<file path="config.mk">
export PLATFORM = sky130hd
export DESIGN_NAME = two_output_stream_demux
export DESIGN_NICKNAME = d
export VERILOG_FILES = /design/src/rtl/two_output_stream_demux.sv
export SDC_FILE = /design/constraint.sdc
export NUM_CORES = 1
export LEC_CHECK = 0
export CAP_MARGIN = 0
export CORE_MARGIN = 4
export CORE_UTILIZATION = 42
export DETAILED_ROUTE_END_ITERATION = 6
export PLACE_DENSITY = 0.71
export SYNTH_ARGS = -nofsm -noshare
export SYNTH_HDL_FRONTEND = slang
export SYNTH_SLANG_ARGS = --single-unit
</file>
<file path="constraint.sdc">
create_clock -name clk -period 1.85 [get_ports clk]
set_input_delay 0.2775 -clock clk [delete_from_list [all_inputs] [get_ports clk]]
set_output_delay 0.2775 -clock clk [all_outputs]
set_load 0.01 [all_outputs]
</file>
<file path="src/rtl/two_output_stream_demux.sv">
`default_nettype none
// ============================================================================
//  Module   : two_output_stream_demux
//  Brief    : Registered 1-to-2 stream demultiplexer. Each input word is
//             steered by in_sel (1 = A, 0 = B) into a one-entry holding
//             register per channel, each with its own valid/ready handshake
//             and wrapping transfer counter.
//  Revision : 1.0 - initial release
// ============================================================================
module two_output_stream_demux #(
    parameter int WIDTH     = 32,
    parameter int CNT_WIDTH = 16
) (
    input  logic                 clk,
    input  logic                 rst_n,
    input  logic [WIDTH-1:0]     in_data,
    input  logic                 in_sel,
    input  logic                 in_valid,
    output logic                 in_ready,
    output logic [WIDTH-1:0]     a_data,
    output logic                 a_valid,
    input  logic                 a_ready,
    output logic [WIDTH-1:0]     b_data,
    output logic                 b_valid,
    input  logic                 b_ready,
    input  logic                 clr_count,
    output logic [CNT_WIDTH-1:0] a_count,
    output logic [CNT_WIDTH-1:0] b_count
);

    typedef enum logic {
        EMPTY = 1'b0,
        FULL  = 1'b1
    } chan_state_e;

    localparam logic [CNT_WIDTH-1:0] c_cnt_one = CNT_WIDTH'(1);

    chan_state_e          a_state_q, a_state_d;
    chan_state_e          b_state_q, b_state_d;
    logic [WIDTH-1:0]     a_data_q,  a_data_d;
    logic [WIDTH-1:0]     b_data_q,  b_data_d;
    logic [CNT_WIDTH-1:0] a_count_q, a_count_d;
    logic [CNT_WIDTH-1:0] b_count_q, b_count_d;

    logic w_a_free;
    logic w_b_free;
    logic w_accept;
    logic w_a_load;
    logic w_b_load;
    logic w_a_hs;
    logic w_b_hs;

    // Accept/handshake decode: in_ready looks only at the selected channel,
    // so a stalled channel never holds up words addressed to the other one.
    always_comb begin
        w_a_free = (a_state_q == EMPTY) || a_ready;
        w_b_free = (b_state_q == EMPTY) || b_ready;
        in_ready = in_sel ? w_a_free : w_b_free;
        w_accept = in_valid && in_ready;
        w_a_load = w_accept && in_sel;
        w_b_load = w_accept && !in_sel;
        w_a_hs   = (a_state_q == FULL) && a_ready;
        w_b_hs   = (b_state_q == FULL) && b_ready;
    end

    // Next-state for both channels: a load wins over a drain so a
    // simultaneous handshake + accept reloads the register and stays FULL.
    always_comb begin
        a_state_d = a_state_q;
        b_state_d = b_state_q;
        a_data_d  = a_data_q;
        b_data_d  = b_data_q;
        a_count_d = a_count_q;
        b_count_d = b_count_q;

        if (w_a_load) begin
            a_state_d = FULL;
            a_data_d  = in_data;
        end else if (w_a_hs) begin
            a_state_d = EMPTY;
        end

        if (w_b_load) begin
            b_state_d = FULL;
            b_data_d  = in_data;
        end else if (w_b_hs) begin
            b_state_d = EMPTY;
        end

        // Clear overrides a same-cycle handshake.
        if (clr_count) begin
            a_count_d = '0;
            b_count_d = '0;
        end else begin
            if (w_a_hs) a_count_d = a_count_q + c_cnt_one;
            if (w_b_hs) b_count_d = b_count_q + c_cnt_one;
        end
    end

    // State registers; reset discards any held words immediately.
    always_ff @(posedge clk or negedge rst_n) begin
        if (!rst_n) begin
            a_state_q <= EMPTY;
            b_state_q <= EMPTY;
            a_data_q  <= '0;
            b_data_q  <= '0;
            a_count_q <= '0;
            b_count_q <= '0;
        end else begin
            a_state_q <= a_state_d;
            b_state_q <= b_state_d;
            a_data_q  <= a_data_d;
            b_data_q  <= b_data_d;
            a_count_q <= a_count_d;
            b_count_q <= b_count_d;
        end
    end

    assign a_valid = (a_state_q == FULL);
    assign b_valid = (b_state_q == FULL);
    assign a_data  = a_data_q;
    assign b_data  = b_data_q;
    assign a_count = a_count_q;
    assign b_count = b_count_q;

endmodule
`default_nettype wire

</file>
## Yosys cells after proc, flatten, opt, wreduce, memory -nomap -nowiden

Index checks and enable logic that the tools add are counted.

| word-level totals | value |
|---|---|
| logic and storage cells | 31 |
| RAM bits | 0 |
| register bits | 98 |
| input port bits | 39 |
| output and inout port bits | 99 |
| ROM bits | 0 |
| latch bits | 0 |
| memories kept | 0 |

| operators by class | value |
|---|---|
| reductions and logical operators | 12 |
| shift operators | 0 |
| magnitude comparators | 0 |
| multiplexer cells | 9 |
| bitwise logic cells | 2 |
| equality and inequality tests | 0 |
| multiply operators | 0 |
| add/subtract/negate cells | 2 |
| divide/modulo/power cells | 0 |

Operators by type and width:

| kind | count |
|---|---|
| 16-bit two-way mux | 4 |
| 16-bit by 1-bit adder with 16-bit output, second input constant | 2 |
| 2-bit nonzero test | 4 |
| 1-bit logical AND | 5 |
| 1-bit two-way mux | 5 |
| 1-bit logical OR | 2 |
| 1-bit NOT | 2 |
| 1-bit logical NOT | 1 |

## Depth between registers and ports, before layout

| logic depth | value |
|---|---|
| word-level depth | 6 |
| mapped depth | 6 |
| gate-level depth less buffers | 5 |

## Least setup slack after synthesis

OpenSTA, ideal clock, no wires.

| path | value |
|---|---|
| path kind | register to register |
| start point | reg b_state_q, in the netlist b_valid |
| end point | reg b_data_q[10], in the netlist b_data[10] |
| data required time | 1.725 ns |
| period minus slack after synthesis | 1.442 ns |
| data arrival time | 1.317 ns |
| buffers on the path | 2 |
| cell stages (with the launch flop) | 6 |
| library setup time | 0.125 ns |
| path slack | 0.408 ns |
| path through | dfrtp_1 -> nand2b_1 -> and3b_1 -> buf_6 -> buf_6 -> mux2_4 |

| on the way | value |
|---|---|
| cells in the longest elaborated chain, start to end | 5 |

Ends and longest elaborated chain:

| item | line | source |
|---|---|---|
| from (decl) | 39 | `chan_state_e b_state_q, b_state_d;` |
| from (signal assigned) | 111 | `b_state_q <= b_state_d;` |
| 1-bit NOT | 57 | `w_b_free = (b_state_q == EMPTY) \|\| b_ready;` |
| 1-bit logical OR | 57 |  |
| 1-bit two-way mux | 58 | `in_ready = in_sel ? w_a_free : w_b_free;` |
| 1-bit logical AND | 59 | `w_accept = in_valid && in_ready;` |
| 1-bit logical AND | 61 | `w_b_load = w_accept && !in_sel;` |
| to (signal assigned) | 113 | `b_data_q <= b_data_d;` |
| to (decl) | 41 | `logic [WIDTH-1:0] b_data_q, b_data_d;` |

Every way passes these cells.
A chain may end at the register's enable or synchronous reset.

## Worst setup path in the final report

| path | value |
|---|---|
| start point | in b_ready |
| end point | out in_ready |

| on the way | value |
|---|---|
| cells in the longest elaborated chain, start to end | 2 |

Ends and longest elaborated chain:

| item | line | source |
|---|---|---|
| from (decl) | 25 | `input logic b_ready,` |
| 1-bit logical OR | 57 |  |
| 1-bit two-way mux | 58 |  |
| to (decl) | 19 | `output logic in_ready,` |

Every way passes these cells.

==> impl_results.md <==
* Post-Syn Area at about 4200 sq um
* IO Port Bufs at 137
* Cell type contributing the most total cell area after synthesis: sky130_fd_sc_hd__dfrtp_1
* Initial core utilization at 0.4327
* Setup crit end kind: output port
* R2r endpoint: a_count[14]$_DFFE_PN0P_
* Die area at ~12000 sq um
* Final-report hold violation count at 0
* Area growth from synthesis to layout at 43.31%
* Unrepaired setup endpoints after global routing: false
* Overall die height at about 110 um
* CTS tree: done
* Total of warnings raised by yosys at 0
* Final period utilization at 0.9471
* Actual slew at the worst max-slew pin at just under 0.5 ns
* Num Clock Sinks at 98
* Fraction of the core area covered by cells at the end of the flow at 0.6201
* Initial antenna violation count at 0
* Peak fanout along the critical path at 3
* Remaining global-route overflow at 0
* Seq cells post-synth at 98
* Worst-case headroom to the max-slew limit at 0.6733
* Vias at ~2900
* Worst reg2reg setup slack at 0.31 ns
* Final TNS setup at 0 ns
* Req. time, crit path at about 1.6 ns
* Share of the yosys chip area belonging to registers at 0.5799
* Buffer cell driving the clock tree root: sky130_fd_sc_hd__clkbuf_8
* Count of standard-cell rows at 36
* Number of antenna-violating nets in the routed design at 0
* Routed via count divided by cell count at about 4.8
* R2R Path Start: a_count[0]$_DFFE_PN0P_
* Number of instances in the synthesized netlist at between 300 and 400
* Global-route wire length before repair at ~15000 um
* Drt wl/cell at roughly 16 um
* Worst hold-check path type: input port to asynchronous set/reset pin
* Startpoint type of the worst setup path: input port
* Clock insertion delay at the later pin of the skew report at between 0.3 and 0.4 ns
* Yosys top cell area share at 0.5799
* Final setup vio count at 0
* Crit path kind: input port to output port
* Inserted Clock Buffers at 9
* FF-to-FF path depth at 5
* Post-Synthesis Net Count at about 350
* Detailed-placement wirelength estimate at between 6000 and 7000 um
* Maximum resistive drop on vdd at 626.8 uV
* Leakage power at 2.527 nW
* Vias in the first global route at 3018
* First-iteration detailed-routing DRC count at 96
* Total count of max-transition violations in the final report at 0
* Status: finished, final reports clean
* Clock transition at the registers of the reported paths at roughly 0.090 ns
* Die outline width at between 100 and 150 um
* DRC Markers at 0
* Peak Freq at 0.5707 GHz
* Prevailing post-synth register cell: sky130_fd_sc_hd__dfrtp_1
* Final standard cell count with taps included and fillers excluded at roughly 600
* Max capacitance violation total at 0
* Number of enable-type register cells in the synthesized netlist at 0
* Top cells by count, synth: sky130_fd_sc_hd__dfrtp_1, sky130_fd_sc_hd__mux2_2, sky130_fd_sc_hd__mux2_4
* Worst hold slack after final layout at roughly 0.42 ns
* Worst setup skew after layout at approximately 0.0094 ns
* Detailed-routing iteration count for the pre-antenna-repair pass at 5
* Number of different library cells in the post-synthesis netlist at 33
* # nets final at a little over 500
* Biggest area contributors in the synthesized netlist: sky130_fd_sc_hd__dfrtp_1, sky130_fd_sc_hd__mux2_4, sky130_fd_sc_hd__mux2_2
* Inst Count DP at about 590
* Top-count cell post-synth: sky130_fd_sc_hd__dfrtp_1
* Routed wire length at between 9000 and 10000 um
* Proportion of register bits with asynchronous set or reset after synthesis at 1.000
* Pwr dens at between 800 and 900 nW/um^2
* Syn avg cell area at ~14 sq um
* I/O pin count at about 140
* Floorplan core area at about 9800 sq um
* Share of cells above drive strength 1 at 0.2191
* Critical path origin: b_ready
* Max clock buf depth at 2
* CTS H-Tree Depth at 3
* GRT Overall Usage at 0.1699
* Endpoint arrival time on the critical path at 1.47 ns
* Minimum clock period after layout at roughly 1.8 ns
* Routability Congestion at approximately 0.85
* Post-CTS Setup Repair Bufs at 0
* Antenna diode count at 0
* Pin count of the biggest net entering global routing at 38
## logic make-up (layout without fill, tap and decap cells)
kind of cell / after synthesis / after routing / share of synthesized area
flops: 98 / 98 / 0.5799
mux: 66 / 66 / 0.2015
simple gates: 90 / 90 / 0.1151
buf+inv: 21 / 178 / 0.03225
compound gates: 12 / 12 / 0.01568
xor+xnor: 24 / 24 / 0.04970
fa+ha+maj: 2 / 2 / 0.005916
## how the worst max path moves through the flow
stage	end	cells after the start
2_1_floorplan	b_data[10]$_DFFE_PN0P_	5
3_3_place_gp	in_ready	4
3_5_place_dp	in_ready	4
4_1_cts	in_ready	4
5_1_grt	in_ready	4
6_report	in_ready	4
## flip-flops by register name (all words and copies together) (netlist names)
name     count
a_count     16
a_data      32
a_valid      1
b_count     16
b_data      32
b_valid      1
## worst max-delay path: stages
cell and delay (ns):
sky130_fd_sc_hd__clkdlybuf4s50_1 0.44, sky130_fd_sc_hd__nand2b_1 0.19, sky130_fd_sc_hd__mux2_2 0.26, sky130_fd_sc_hd__dlygate4sd2_1 0.30
## stage by stage
step                power, W  instance area [sq um]  worst slack, ns
floorplan           0.003113                   4229           0.4080
global placement    0.003894                   5858          -0.2548
detailed placement  0.003922                   5858          -0.2571
CTS                 0.005322                   6061          0.09266
global route        0.005513                   6061          0.04832
finish              0.005246                   6061          0.09788
## timing repair
action                                 CTS  global route
setup endpoints to repair                1             0
hold buffers                             1             0
endpoints found under the hold margin   33             0
resized for setup                        2             0
## cell usage in the layout (no fill, tap or decap), drive strengths merged, types with 2 or more instances in the layout
cell type	count
a21oi	7
clkinv	4
mux2	66
clkbuf	11
dfrtp	98
xnor2	16
inv	9
buf	16
clkdlybuf4s50	134
nor4	9
nor2	26
o21ai	3
or3	3
nand2	13
nand4	12
nor3	9
ha	2
dlygate4sd2	2
nand3	10
and4	2
xor2	8
nand2b	3
## routing by layer
layer	vias to the layer above	routed length, um	GRT usage
met5	-	0	0
met4	0	182	0.07214
met3	14	990	0.07343
met2	110	4309	0.2504
met1	1400	4044	0.2191
li1	1389	-	-
## final cells by class
type / instances / area (sq um)
fillers: 784 / 3714
flip-flops and latches: 98 / 2452
multi-input cells: 194 / 1649
repair buffers: 153 / 1564
well taps: 133 / 166.4
clock buffers: 11 / 141.4
clock inverters: 5 / 53.80
inverters: 9 / 33.78
## power by group
group / leakage [nW] / switching [W] / total [W] / internal [W]
clock: 0.103 / 0.000717 / 0.00138 / 0.000659
sequential: 1.22 / 0.000156 / 0.00256 / 0.00241
combinational: 1.20 / 0.000469 / 0.00131 / 0.000839
total: 2.53 / 0.00134 / 0.00525 / 0.00390
No activity file was read; power rests on OpenSTA's default activity.
